$ cat src/rtl/reg_file.sv
// ---------------------------------------------------------------------------
// reg_file -- architectural integer register file for the single-cycle core.
//
// 2**ADDR_W registers of DATA_W bits. x0 is hardwired to zero and has no
// storage behind it.
//
// Ports (positional order is fixed because parents connect positionally):
//   A1   in  ADDR_W  read address, port 1
//   A2   in  ADDR_W  read address, port 2
//   A3   in  ADDR_W  write address
//   RD1  out DATA_W  combinational read data for A1 (0 when A1 == 0)
//   RD2  out DATA_W  combinational read data for A2 (0 when A2 == 0)
//   WE3  in  1       write enable, active-high
//   WD3  in  DATA_W  write data
//   clk  in  1       clock; all state changes on the rising edge
//   rst  in  1       synchronous reset, active-low; clears every register
//
// Reads have no write-to-read bypass: during a write cycle the read ports
// show the old contents until the rising edge commits the new value.
// ---------------------------------------------------------------------------
module reg_file #(
  parameter int DATA_W = 32,
  parameter int ADDR_W = 5
) (
  input  logic [ADDR_W-1:0] A1,
  input  logic [ADDR_W-1:0] A2,
  input  logic [ADDR_W-1:0] A3,
  output logic [DATA_W-1:0] RD1,
  output logic [DATA_W-1:0] RD2,
  input  logic              WE3,
  input  logic [DATA_W-1:0] WD3,
  input  logic              clk,
  input  logic              rst
);

  localparam int DEPTH = 2 ** ADDR_W;

  // Read view of the register bank: entry 0 is a constant zero, entries
  // 1..DEPTH-1 are the flops. Every register needs a reset clear, so the
  // storage is built from flops rather than a RAM macro.
  logic [DATA_W-1:0] bank [DEPTH];

  // One-hot decoded write enable; bit 0 is never set so x0 writes vanish.
  logic [DEPTH-1:0] wr_en;

  always_comb begin
    wr_en = '0;
    for (int i = 1; i < DEPTH; i++) begin
      if (WE3 && (A3 == ADDR_W'(i))) begin
        wr_en[i] = 1'b1;
      end
    end
  end

  assign bank[0] = '0;

  generate
    for (genvar gi = 1; gi < DEPTH; gi++) begin : g_reg
      logic [DATA_W-1:0] data_reg;

      // Reset takes priority over a write in the same cycle.
      always_ff @(posedge clk) begin
        if (!rst) begin
          data_reg <= '0;
        end else if (wr_en[gi]) begin
          data_reg <= WD3;
        end
      end

      assign bank[gi] = data_reg;
    end
  endgenerate

  // Explicit DEPTH:1 read multiplexers. Address 0 selects the constant
  // zero entry, so x0 reads as 0 even before the first reset.
  always_comb begin
    RD1 = '0;
    for (int i = 0; i < DEPTH; i++) begin
      if (A1 == ADDR_W'(i)) begin
        RD1 = bank[i];
      end
    end
  end

  always_comb begin
    RD2 = '0;
    for (int i = 0; i < DEPTH; i++) begin
      if (A2 == ADDR_W'(i)) begin
        RD2 = bank[i];
      end
    end
  end

endmodule

$ cat config.mk
export PLATFORM = sky130hd
export DESIGN_NAME = reg_file
export DESIGN_NICKNAME = d
export VERILOG_FILES = /design/src/rtl/reg_file.sv
export SDC_FILE = /design/constraint.sdc
export NUM_CORES = 2
export LEC_CHECK = 0
export ABC_AREA = 1
export CORE_MARGIN = 5
export CORE_UTILIZATION = 55
export DETAILED_ROUTE_END_ITERATION = 8
export PLACE_DENSITY = 0.71
export SKIP_CTS_REPAIR_TIMING = 1
export SYNTH_ARGS = -nofsm -noshare
export SYNTH_HDL_FRONTEND = slang
export SYNTH_SLANG_ARGS = --single-unit
$ cat constraint.sdc
create_clock -name clk -period 3.4 [get_ports clk]
set_input_delay 0.51 -clock clk [delete_from_list [all_inputs] [get_ports clk]]
set_output_delay 0.51 -clock clk [all_outputs]
set_load 0.05 [all_outputs]
* Yosys cells after proc, flatten, opt, wreduce, memory -nomap -nowiden
Index checks and enable logic that the tools add are counted.
** Word-level totals
- Bits of input ports :: 50
- Output and inout bits :: 64
- Word-level logic and storage cells :: 248
- Register bits after elaboration :: 992
** Cells by class
- Reduce and logical (&&, ||, !) cells :: 31
- Eq/ne operators :: 93
- Mux-type cells :: 93
** Operators by type and width (count)
- $mux W32 :: 62
- $eq A5 B5 Y1 const B :: 48
- $eq A5 B4 Y1 const B :: 24
- $eq A5 B3 Y1 const B :: 12
- $logic_and A1 B1 Y1 :: 31
- $mux W1 :: 31
- $eq A5 B2 Y1 const B :: 6
- $eq A5 B1 Y1 const B :: 3

* Longest topological paths before layout
- Word-level depth :: 32
- Depth in mapped cells :: 24
- Gate-level depth less buffers :: 23

* Worst setup path after synthesis
No wires, ideal clock.
- Path kind :: in2out
- From :: in A2[0]
- To :: out RD2[22]
- Arrival :: 2667 ps
- Cell stages on the path :: 21
- Required time :: 2890 ps
- Path slack :: 223 ps
- Buffers on the path :: 3
- Cells stage by stage :: buf_2 nand2_4 nor2_2 nand2_2 inv_2 buf_6 buf_6 nand2_1 nand4_1 nor2_1 nand4_1 nor2_1 nand4_1 nor2_1 nand4_1 nor2_1 nand4_1 nor2_1 nand4_1 nor2_1 nand4_1
** Between the ends
- Word-level cells in the longest chain between the ends :: 32
- Elaborated cells on any way between the ends :: 62
- Classes of those cells :: 31 x eq/ne; 31 x mux
** Ends and longest elaborated chain
- start: declaration :: RTL line 26 : input logic [ADDR_W-1:0] A2,
- $eq A5 B1 Y1 :: RTL line 88 : if (A2 == ADDR_W'(i)) begin
- $mux W32 (30 in a row) :: RTL line 88
- $mux W32 * :: RTL line 88
- end: declaration :: RTL line 29 : output logic [DATA_W-1:0] RD2,
Every way passes the cells marked *; elsewhere a longest branch is shown, timed or not.

* Worst setup path in the final report
- From :: in A2[0]
- To :: out RD2[1]
Same word-level chain as after synthesis.

==> flow_summary.ini <==
[outcome]
status = finished with violations
violations = setup timing

[flow_run]
maxCapViolCount = 0

[placement]
io_buffer_count = 113
place_area_um2 = 55820
dp_hpwl_mm = 140.5
globalplace.congestion = 0.9935

[worst_setup_path]
cp.arrival_ps = 3860
crit_type = primary input to primary output
cp_data_required_time_ps = 2890
critPathMaxFanout = 3
start_kind = primary input
cp-end-kind = primary output
reg2reg_depth = 2

[final_layout]
largest_reg_flops = 992
stdcell_area_um2 = 61570
final_common_cell = nand2_1
syn2layout_area_growth_pct = 23.93
final_cell_mix = nand2_1 (1934), dfxtp_1 (986), a21oi_1 (979)
fin_nets = 8052
drive_gt1_frac = 0.1529

[timing]
post-route-period-util = 1.285
maxSlewHeadroom = 0.4151
hold_ws_ps = 288.6
setup_viol = 64
setup_tns_ps = -39530
fmax_ghz = 0.2288
tightest_slew_ps = 874.7
min_period_ps = 4371
hold_viol = 0
rsz0062_at_grt = yes
fin_ws_ps = -970.6
skew_ps = 0
slew_violations = 0

[logic_synthesis]
synthDistinctLibCells = 28
netlist_top_cells_area = dfxtp_1 (40%), nand2_1 (15%), a21oi_1 (9.9%)
synth-simple-area-share = 0.3461
synthXorXnorAreaFrac = 0
synth_top_family_by_area = simple AND/OR/NAND/NOR gates
ys_seq_area_frac = 0.3997
ys_warn_count = 0
syn_inst = 7756
avgSynthCellArea_um2 = 6.406
synthesis.nets = 7806
syn-cell-area_um2 = 49680
synth-compound-area-share = 0.1618
muxShareOfSynthArea = 0
synth.top_cell.area_share = 0.3997
synth_top_cell_by_area = dfxtp_1
ys_ff_latch = 992
synth_adder_area_share = 0

[route]
drc = 0
drt-initial-drc-count = 8362
via_per_inst = 6.170
vias = 57170
wl_mm = 206.5
route.antenna.remaining_nets = 0
dr.pass1.iters = 7
wire_per_inst_um = 22.28

[die]
die_h_um = 310.6
top_level_ports = 114
die_area_um2 = 96440
coreArea_um2 = 89870
start_util = 0.5528
rows = 110
die_w_um = 310.6

[clock_tree]
clockRootBuffer = clkbuf_16
numClockSinks = 992
htreeDepth = 3
cts.clk_slew.worst_paths_ps = 60
cts_tree = done
cts_buffer_depth = 3
clk_latency_ps = 700
numCtsBuffers = 107

[global_route]
grt_usage = 0.3960
overflow = 0
antenna_found_initial = 2
grt_pass1_wl_mm = 305.6
grt_pass1_vias = 52310
grt_max_degree = 135

[power_and_ir_drop]
power_leakage_nw = 22.23
power_density_nw_per_um2 = 425.0
ir_drop_mv = 0.5612

[hold_path]
min_path_type = primary input to flop
min_path_cells = 3
## cell families (layout without fill, tap and decap cells)
logic type      after synthesis  in the layout
other cells                   0              1
simple gates               3982           3982
buf+inv                    1195           1528
flops                       992            992
compound gates             1587           1587
## power by group
group	switching (W)	internal [W]	total, W
logic	0.00166	0.000753	0.00242
clock network	0.00506	0.00687	0.0119
registers	0.0000788	0.0117	0.0118
## area by class of cell
class / instances / area [µm²]
clock inverter: 41 / 400.4
timing repair buffer: 781 / 8322
fill: 7734 / 28310
inverter: 551 / 2140
clock buffer: 155 / 3149
multi-input combinational: 5569 / 26220
tap: 1176 / 1471
antenna: 1 / 2.502
sequential: 992 / 19870
## synth_stat cells
library cell	n
o2111ai_1	4
dfxtp_1	992
or2_2	19
nand2_1	1976
inv_1	529
buf_2	46
buf_1	38
nand4_1	570
o21ai_0	565
nand2_2	3
nor3_2	1
nor3_1	19
nor2_2	11
nand2_4	1
nor2_1	851
inv_2	12
clkinv_2	1
clkbuf_1	550
clkinv_1	9
or2_1	1
nor3_4	2
a21oi_1	986
or2_0	3
buf_4	8
nand3_2	2
buf_6	2
a211oi_1	32
nand3_1	523
## worst paths after layout
path | startpoint | to | slack, ps
setup reg to reg | g_reg[31].data_reg[23] | g_reg[31].data_reg[23] | 2550
setup / recovery | A2[0] | RD2[1] | -970
hold reg to reg | g_reg[19].data_reg[1] | g_reg[19].data_reg[1] | 460
hold / removal | rst | g_reg[31].data_reg[23] | 290
## routing by layer
layer | up-vias | routed length, µm | global-route usage
li1 | 26130 | - | -
met1 | 26300 | 77490 | 0.5273
met2 | 3959 | 88050 | 0.5946
met5 | - | 0 | 0
met4 | 0 | 13640 | 0.2259
met3 | 780 | 27300 | 0.08871
## metrics by stage
stage / std cells / utilization / total power [W] / setup slack, ps
final: 9266 / 0.6850 / 0.02617 / -970.6
after global routing: 9266 / 0.6850 / 0.02677 / -986.6
after CTS: 9186 / 0.6606 / 0.02591 / -1508
after detailed placement: 8990 / 0.6211 / 0.01421 / -1458
after global placement: 8990 / 0.6211 / 0.01419 / -1545
after floorplan: 7756 / - / 0.01314 / 223.5
## worst max-delay path, stage by stage
cell and delay (ps):
buf_6 100, buf_12 130, buf_4 150, nand2_4 60, buf_4 110, nor2_2 40, nand2_2 140, clkinv_4 100
buf_4 170, buf_4 130, nand2_1 50, nand4_1 130, nor2_2 130, nand4_1 90, nor2_1 130, nand4_1 150
nor2_2 150, nand4_1 120, nor2_1 160, nand4_1 140, nor2_1 150, nand4_1 140, nor2_1 160, nand4_1 260
buf_6 250
Note: power is estimated with default switching activity, not from simulation.
